File: src/rtl/ahbl_mtimer.sv
// AHB-Lite machine timer: 64-bit mtime with prescaler, mtimecmp, msip, and a
// two-cycle ERROR response for any non-word transfer.
module ahbl_mtimer #(
  parameter int unsigned TICK_DIV = 1
) (
  input  logic        clk,
  input  logic        rst_n,
  input  logic        ahbls_hready,
  output logic        ahbls_hready_resp,
  output logic        ahbls_hresp,
  input  logic [31:0] ahbls_haddr,
  input  logic        ahbls_hwrite,
  input  logic [1:0]  ahbls_htrans,
  input  logic [2:0]  ahbls_hsize,
  input  logic [31:0] ahbls_hwdata,
  output logic [31:0] ahbls_hrdata,
  output logic        soft_irq,
  output logic        timer_irq
);

  typedef enum logic [1:0] {
    ST_IDLE = 2'd0,
    ST_ERR1 = 2'd1,
    ST_ERR2 = 2'd2
  } state_t;

  localparam logic [2:0] A_CTRL   = 3'd0;
  localparam logic [2:0] A_MSIP   = 3'd1;
  localparam logic [2:0] A_MT_LO  = 3'd2;
  localparam logic [2:0] A_MT_HI  = 3'd3;
  localparam logic [2:0] A_CMP_LO = 3'd4;
  localparam logic [2:0] A_CMP_HI = 3'd5;
  localparam logic [7:0] PRESC_MAX = 8'(TICK_DIV - 32'd1);

  state_t      r_state;
  state_t      w_state_nxt;
  logic        r_dp_valid;
  logic        r_dp_write;
  logic [2:0]  r_dp_addr;
  logic        r_en;
  logic        r_msip;
  logic [7:0]  r_presc;
  logic [63:0] r_mtime;
  logic [63:0] r_mtimecmp;
  logic [31:0] r_shadow;
  logic        r_timer_irq;

  logic        w_accept;
  logic        w_size_err;
  logic        w_wr;
  logic        w_rd;
  logic        w_tick;
  logic [31:0] w_rdata;
  logic        w_unused;

  assign w_size_err = (ahbls_hsize != 3'd2);
  // ERR1 stalls the bus, so no address phase can be taken there.
  assign w_accept   = ahbls_hready && ahbls_htrans[1] && (r_state != ST_ERR1);
  assign w_wr       = r_dp_valid && r_dp_write;
  assign w_rd       = r_dp_valid && !r_dp_write;
  assign w_tick     = r_en && (r_presc == PRESC_MAX);
  assign w_unused   = ^{ahbls_haddr[31:5], ahbls_haddr[1:0], ahbls_htrans[0]};

  always_ff @(posedge clk or negedge rst_n) begin
    if (!rst_n) begin
      r_state <= ST_IDLE;
    end else begin
      r_state <= w_state_nxt;
    end
  end

  always_comb begin
    w_state_nxt = ST_IDLE;
    case (r_state)
      ST_IDLE: w_state_nxt = (w_accept && w_size_err) ? ST_ERR1 : ST_IDLE;
      ST_ERR1: w_state_nxt = ST_ERR2;
      ST_ERR2: w_state_nxt = (w_accept && w_size_err) ? ST_ERR1 : ST_IDLE;
      default: w_state_nxt = ST_IDLE;
    endcase
  end

  always_comb begin
    ahbls_hready_resp = 1'b1;
    ahbls_hresp       = 1'b0;
    case (r_state)
      ST_IDLE: begin ahbls_hready_resp = 1'b1; ahbls_hresp = 1'b0; end
      ST_ERR1: begin ahbls_hready_resp = 1'b0; ahbls_hresp = 1'b1; end
      ST_ERR2: begin ahbls_hready_resp = 1'b1; ahbls_hresp = 1'b1; end
      default: begin ahbls_hready_resp = 1'b1; ahbls_hresp = 1'b0; end
    endcase
  end

  // Errored transfers never open a data phase, so they have no side effects.
  always_ff @(posedge clk or negedge rst_n) begin
    if (!rst_n) begin
      r_dp_valid <= 1'b0;
      r_dp_write <= 1'b0;
      r_dp_addr  <= 3'd0;
    end else begin
      r_dp_valid <= w_accept && !w_size_err;
      if (w_accept) begin
        r_dp_write <= ahbls_hwrite;
        r_dp_addr  <= ahbls_haddr[4:2];
      end
    end
  end

  always_ff @(posedge clk or negedge rst_n) begin
    if (!rst_n) begin
      r_en   <= 1'b1;
      r_msip <= 1'b0;
    end else if (w_wr && (r_dp_addr == A_CTRL)) begin
      r_en <= ahbls_hwdata[0];
    end else if (w_wr && (r_dp_addr == A_MSIP)) begin
      r_msip <= ahbls_hwdata[0];
    end
  end

  always_ff @(posedge clk or negedge rst_n) begin
    if (!rst_n) begin
      r_presc <= 8'd0;
    end else if (w_wr && (r_dp_addr == A_CTRL)) begin
      r_presc <= 8'd0;
    end else if (r_en) begin
      r_presc <= w_tick ? 8'd0 : r_presc + 8'd1;
    end
  end

  // A bus write to either half beats a coincident increment; the other half holds.
  always_ff @(posedge clk or negedge rst_n) begin
    if (!rst_n) begin
      r_mtime <= 64'd0;
    end else if (w_wr && (r_dp_addr == A_MT_LO)) begin
      r_mtime[31:0] <= ahbls_hwdata;
    end else if (w_wr && (r_dp_addr == A_MT_HI)) begin
      r_mtime[63:32] <= ahbls_hwdata;
    end else if (w_tick) begin
      r_mtime <= r_mtime + 64'd1;
    end
  end

  always_ff @(posedge clk or negedge rst_n) begin
    if (!rst_n) begin
      r_shadow <= 32'd0;
    end else if (w_wr && (r_dp_addr == A_MT_HI)) begin
      r_shadow <= ahbls_hwdata;
    end else if (w_rd && (r_dp_addr == A_MT_LO)) begin
      r_shadow <= r_mtime[63:32];
    end
  end

  always_ff @(posedge clk or negedge rst_n) begin
    if (!rst_n) begin
      r_mtimecmp <= 64'hFFFF_FFFF_FFFF_FFFF;
    end else if (w_wr && (r_dp_addr == A_CMP_LO)) begin
      r_mtimecmp[31:0] <= ahbls_hwdata;
    end else if (w_wr && (r_dp_addr == A_CMP_HI)) begin
      r_mtimecmp[63:32] <= ahbls_hwdata;
    end
  end

  always_ff @(posedge clk or negedge rst_n) begin
    if (!rst_n) begin
      r_timer_irq <= 1'b0;
    end else begin
      r_timer_irq <= (r_mtime >= r_mtimecmp);
    end
  end

  always_comb begin
    w_rdata = 32'd0;
    if (w_rd) begin
      case (r_dp_addr)
        A_CTRL:   w_rdata = {31'd0, r_en};
        A_MSIP:   w_rdata = {31'd0, r_msip};
        A_MT_LO:  w_rdata = r_mtime[31:0];
        A_MT_HI:  w_rdata = r_shadow;
        A_CMP_LO: w_rdata = r_mtimecmp[31:0];
        A_CMP_HI: w_rdata = r_mtimecmp[63:32];
        default:  w_rdata = 32'd0;
      endcase
    end else begin
      w_rdata = 32'd0;
    end
  end

  assign ahbls_hrdata = w_rdata;
  assign soft_irq     = r_msip;
  assign timer_irq    = r_timer_irq;

endmodule

File: config.mk
export PLATFORM = sky130hd
export DESIGN_NAME = ahbl_mtimer
export DESIGN_NICKNAME = d
export VERILOG_FILES = /design/src/rtl/ahbl_mtimer.sv
export SDC_FILE = /design/constraint.sdc
export NUM_CORES = 1
export LEC_CHECK = 0
export ABC_AREA = 1
export CAP_MARGIN = 20
export CORE_MARGIN = 2
export CORE_UTILIZATION = 57
export CTS_BUF_LIST = sky130_fd_sc_hd__clkbuf_2 sky130_fd_sc_hd__clkbuf_4 sky130_fd_sc_hd__clkbuf_8
export DETAILED_ROUTE_END_ITERATION = 7
export PLACE_DENSITY_LB_ADDON = 0.25
export SKIP_LAST_GASP = 1
export SYNTH_ARGS = -nofsm -noshare
export SYNTH_HDL_FRONTEND = slang
export SYNTH_SLANG_ARGS = --single-unit
File: constraint.sdc
create_clock -name clk -period 5 [get_ports clk]
set_input_delay 1 -clock clk [delete_from_list [all_inputs] [get_ports clk]]
set_output_delay 1 -clock clk [all_outputs]
set_load 0.005 [all_outputs]
Yosys cells after proc, flatten, opt, wreduce, memory -nomap -nowiden
Cells that the tools add are included.
Cells by class
  $add $sub $neg: 2
  order comparisons: 1
  equal/unequal tests: 10
  mux-type cells: 15
  bitwise gates (word level): 3
  reduce and logical (&&, ||, !) cells: 29
Operators with widths (number)
  32-bit 2-to-1 mux: 6
  32-bit one-hot mux with 6 select lines: 1
  64-bit by 1-bit adder with 64-bit output (second input constant): 1
  64-bit greater-or-equal comparator: 1
  64-bit 2-to-1 mux: 1
  8-bit 2-to-1 mux: 3
  1-bit logical AND: 14
  8-bit by 1-bit adder with 8-bit output (second input constant): 1
  8-bit zero test: 1
  2-bit AND reduction: 4
  2-bit nonzero test: 4
  3-bit by 2-bit == test with 1-bit output (second input constant): 2
  3-bit == test (second input constant): 2
  2-bit one-hot mux with 2 select lines: 1
  2-bit OR reduction: 2
  3-bit by 1-bit == test with 1-bit output (second input constant): 1
  3-bit zero test: 1
  1-bit 2-to-1 mux: 3
  3-bit by 2-bit inequality test with 1-bit output (second input constant): 1
  1-bit inverter: 3
  2-bit by 1-bit == test with 1-bit output (second input constant): 1
  2-bit == test (second input constant): 1
  1-bit zero test: 2
  2-bit zero test: 1
  other kinds (2): 2
Storage, ports and cells
  bits in registers: 178
  input port bits: 73
  word-level logic and storage cells: 73

Depth between registers and ports, before layout
  depth after elaboration: 5
  depth in mapped cells: 15
  mapped depth without buffers: 15

Least setup slack after synthesis
OpenSTA, ideal clock, no wires.
  path kind: reg2out
  start: reg r_dp_addr[2]
  end: out ahbls_hrdata[10]
  arrival time: 1331 ps
  data required time: 4000 ps
  path slack: 2669 ps
  cell stages (with the launch flop): 7
  buffers on the path: 2
  cell sequence: dfrtp_1 > buf_2 > nand3_1 > clkbuf_1 > o22ai_1 > a221oi_1 > nor2_1
Between the ends
  word-level cells in the longest chain between the ends: 3
  elaborated cells between the ends (all ways): 8
Ends and longest elaborated chain
  start: declaration: line 39  | logic [2:0] r_dp_addr;
  start signal: assignment: line 103  | r_dp_addr <= ahbls_haddr[4:2];
  3-bit == test, or another cell as far along: line 173  | case (r_dp_addr)
  32-bit one-hot mux with 6 select lines *: line 173
  32-bit 2-to-1 mux *: line 172  | if (w_rd) begin
  end: declaration: line 16  | output logic [31:0] ahbls_hrdata,
Every way passes the cells marked *; elsewhere a longest branch is shown, timed or not.

Worst setup path after layout
  start: reg r_dp_addr[2]
  end: out ahbls_hrdata[0]
The elaborated chain is that of the path after synthesis.

==> results.py <==
metrics = {
    "sta": {
        "fmax_mhz": 247,
        "setup_viol": 0,
        "rsz0062_at_grt": "no",
        "max_slew.worst_pin.slew_ns": 1.05,
        "slew_headroom_pct": 29.9,
        "fin_skew_ns": 0.0217,
        "hold_viol": 0,
        "drv_slew": 0,
        "min_period_over_period_pct": 81.1,
        "tns_ns": 0,
        "holdWs_ns": 0.494,
        "min_period_ns": 4.05,
    },
    "die": {
        "rows": 52,
        "initial_core_util_pct": 58.3,
        "die_h_um": 148,
        "io_pins": 109,
        "die_x_um": 148,
        "dieArea_um2": 22000,
        "fp.coreArea_um2": 20400,
    },
    "setup_path": {
        "cp.arrival_ns": 3.05,
        "cp_slowest_stage_delay_ns": 0.83,
        "cp_cell_sequence": "nor3_4, buf_4, nand2_1, a31oi_1, clkdlybuf4s50_1",
        "crit_path_start_kind": "flop",
        "cp_slowest_cell": "nor3_4",
        "worstPathRequired_ns": 4.00,
        "cp_max_fo": 18,
        "path_class": "reg2out",
        "cp_num_buf_inv": 2,
        "endpoint_kind": "output port",
        "crit_family": "simple AND/OR/NAND/NOR gates",
    },
    "routing": {
        "via_count": 11600,
        "drc": 0,
        "wl_per_cell_um": 18.4,
        "drt-vias-per-instance": 5.80,
        "ant_nets": 0,
        "drt_iter0_markers": 1174,
        "wirelength_mm": 36.8,
        "dr.pass1.iters": 6,
    },
    "place": {
        "dp_cells": 1970,
        "gp_congestion": 0.991,
        "dp_hpwl_mm": 26.9,
        "io_buffer_count": 78,
    },
    "clocking": {
        "root_buffer": "clkbuf_8",
        "clk_latency_ns": 0.48,
        "cts_setup_buffers": 0,
        "cts_tree": "yes",
        "htreeDepth": 4,
        "cts_resized": 0,
        "numCtsBuffers": 17,
        "cts.sinks": 178,
        "path_clk_slew_ns": 0.11,
        "clock_path_buffers": 2,
        "cts_hold_buf": 0,
    },
    "synthesis": {
        "synth_nets": 1816,
        "yosysUniqueCellTypes": 41,
        "synth_cells": 1672,
        "ys_seq_area_share_pct": 38.2,
        "synth_top_area_share_pct": 23.8,
        "synth-seq-cells": 178,
        "synth_area_leaders": "dfrtp_1, nand2_1, dfstp_2",
        "synth_area_um2": 11900,
        "synth-edff-count": 0,
        "ys_top_cells_by_count": "nand2_1, inv_1, nor2_1",
        "synth.most_common_cell": "nand2_1",
        "synthArstFlopShare_pct": 100,
        "yosys_most_used_dff": "dfrtp_1",
        "avgSynthCellArea_um2": 7.10,
        "synth_top_area_cell": "dfrtp_1",
        "yosysWarnings": 0,
    },
    "grt": {
        "grt_pass1_wl_mm": 59.2,
        "antenna_found_initial": 0,
        "grt.total_usage_pct": 34.5,
        "grt_overflow_total": 0,
        "grt_pass1_vias": 11100,
        "grt_max_degree": 91,
    },
    "hold_path": {
        "min-delay-path-class": "reg2reg",
    },
    "cells_and_area": {
        "final_util_pct": 65.1,
        "layoutNonFillerInstCount": 2003,
        "drive_gt1_share_pct": 8.08,
        "nets": 1864,
        "num_antenna_cells": 0,
        "syn_to_final_growth_pct": 11.6,
    },
    "outcome": {
        "outcome": "finished clean",
    },
    "power": {
        "p_per_area_nw_per_um2": 300,
        "leakagePower_nw": 6.42,
        "p_total_mw": 3.98,
        "ir_drop_mv": 0.165,
    },
    "flow_run": {
        "drv_cap": 0,
    },
}
-- worst register-to-register path, stage by stage, from the launching register on --
cell and delay, ns:
dfrtp_1 0.50, nor3_4 0.83, buf_4 0.42, nand2_2 0.44, nand2_1 0.20, buf_4 0.39, inv_2 0.39, nand3_1 0.23
nand2_1 0.07
-- metrics by stage --
step / instance area [um2] / setup WS, ns
finish: 13300 / 0.947
floorplan: 11900 / 2.67
global route: 13300 / 0.735
detailed placement: 12800 / 1.50
CTS: 13200 / 0.975
global placement: 12800 / 1.53
-- layout by cell type, fill, tap and decap left out, types with 9 or more instances in the layout --
cell type          n
buf_4             10
dfstp_2           65
nand2_1          496
a21oi_1           70
a221oi_1          31
inv_1            192
nor2_1           179
nand3_1           64
xor2_1            20
nand4_1           23
clkdlybuf4s50_1   77
o21ai_0          148
a31oi_1            9
nor3_1            14
ha_1              71
o21ai_1           20
dfrtp_1          113
clkbuf_8          18
o22ai_1           37
-- where the power goes --
| part | switching, mW | internal (mW) | total [mW] |
|---|---|---|---|
| Combinational | 0.586 | 0.391 | 0.977 |
| Clock | 0.585 | 0.440 | 1.03 |
| Sequential | 0.258 | 1.72 | 1.98 |
-- registers in the layout, summed over array words and instances, names as in the netlist --
| name | flops |
|---|---|
| r_state | 2 |
| r_en | 1 |
| r_mtimecmp | 64 |
| soft_irq | 1 |
| r_dp_valid | 1 |
| r_dp_addr | 3 |
| r_shadow | 32 |
| r_dp_write | 1 |
| r_mtime | 64 |
| r_presc | 8 |
| timer_irq | 1 |
-- area by class of cell --
type	instances	area [um2]
clock buffer	21	270
clock inverter	11	121
fill	1863	7110
inverter	198	746
multi-input combinational	1235	6330
sequential	178	4540
tap	270	338
timing repair buffer	90	905
-- cell families after synthesis --
family                   count (synthesis)  synth area share (%)
flip-flops                             178                  38.2
XOR/XNOR                                28                  2.07
AO/OA/AOI/OAI                          328                  15.5
adder cells (fa/ha/maj)                 71                  7.48
AND/OR/NAND/NOR                        807                  28.0
buffers and inverters                  259                  8.64
multiplexers                             1                0.0948
-- metal layers --
layer  track usage [%]  up-vias  part of all wire (%)
met2              53.9      516                    45
met3              6.23       86                   8.0
met5                 0        -                     0
li1                  -     5572                     -
met4              12.4        0                   3.2
met1              48.6     5436                    44
-- path summary, 6_finish.rpt --
path | start | endpoint | slack [ns] | cells after the start
min in group asynchronous | rst_n | r_presc[3] | 0.55 | 1
min reg2reg | r_shadow[12] | r_shadow[12] | 0.49 | 2
max in group asynchronous | rst_n | r_mtimecmp[13] | 3.45 | 2
max reg2reg | r_dp_addr[2] | r_mtime[46] | 1.39 | 8
max | r_dp_addr[2] | ahbls_hrdata[0] | 0.95 | 5
min | r_shadow[12] | r_shadow[12] | 0.49 | 2
Note: power is estimated with default switching activity, not from simulation.
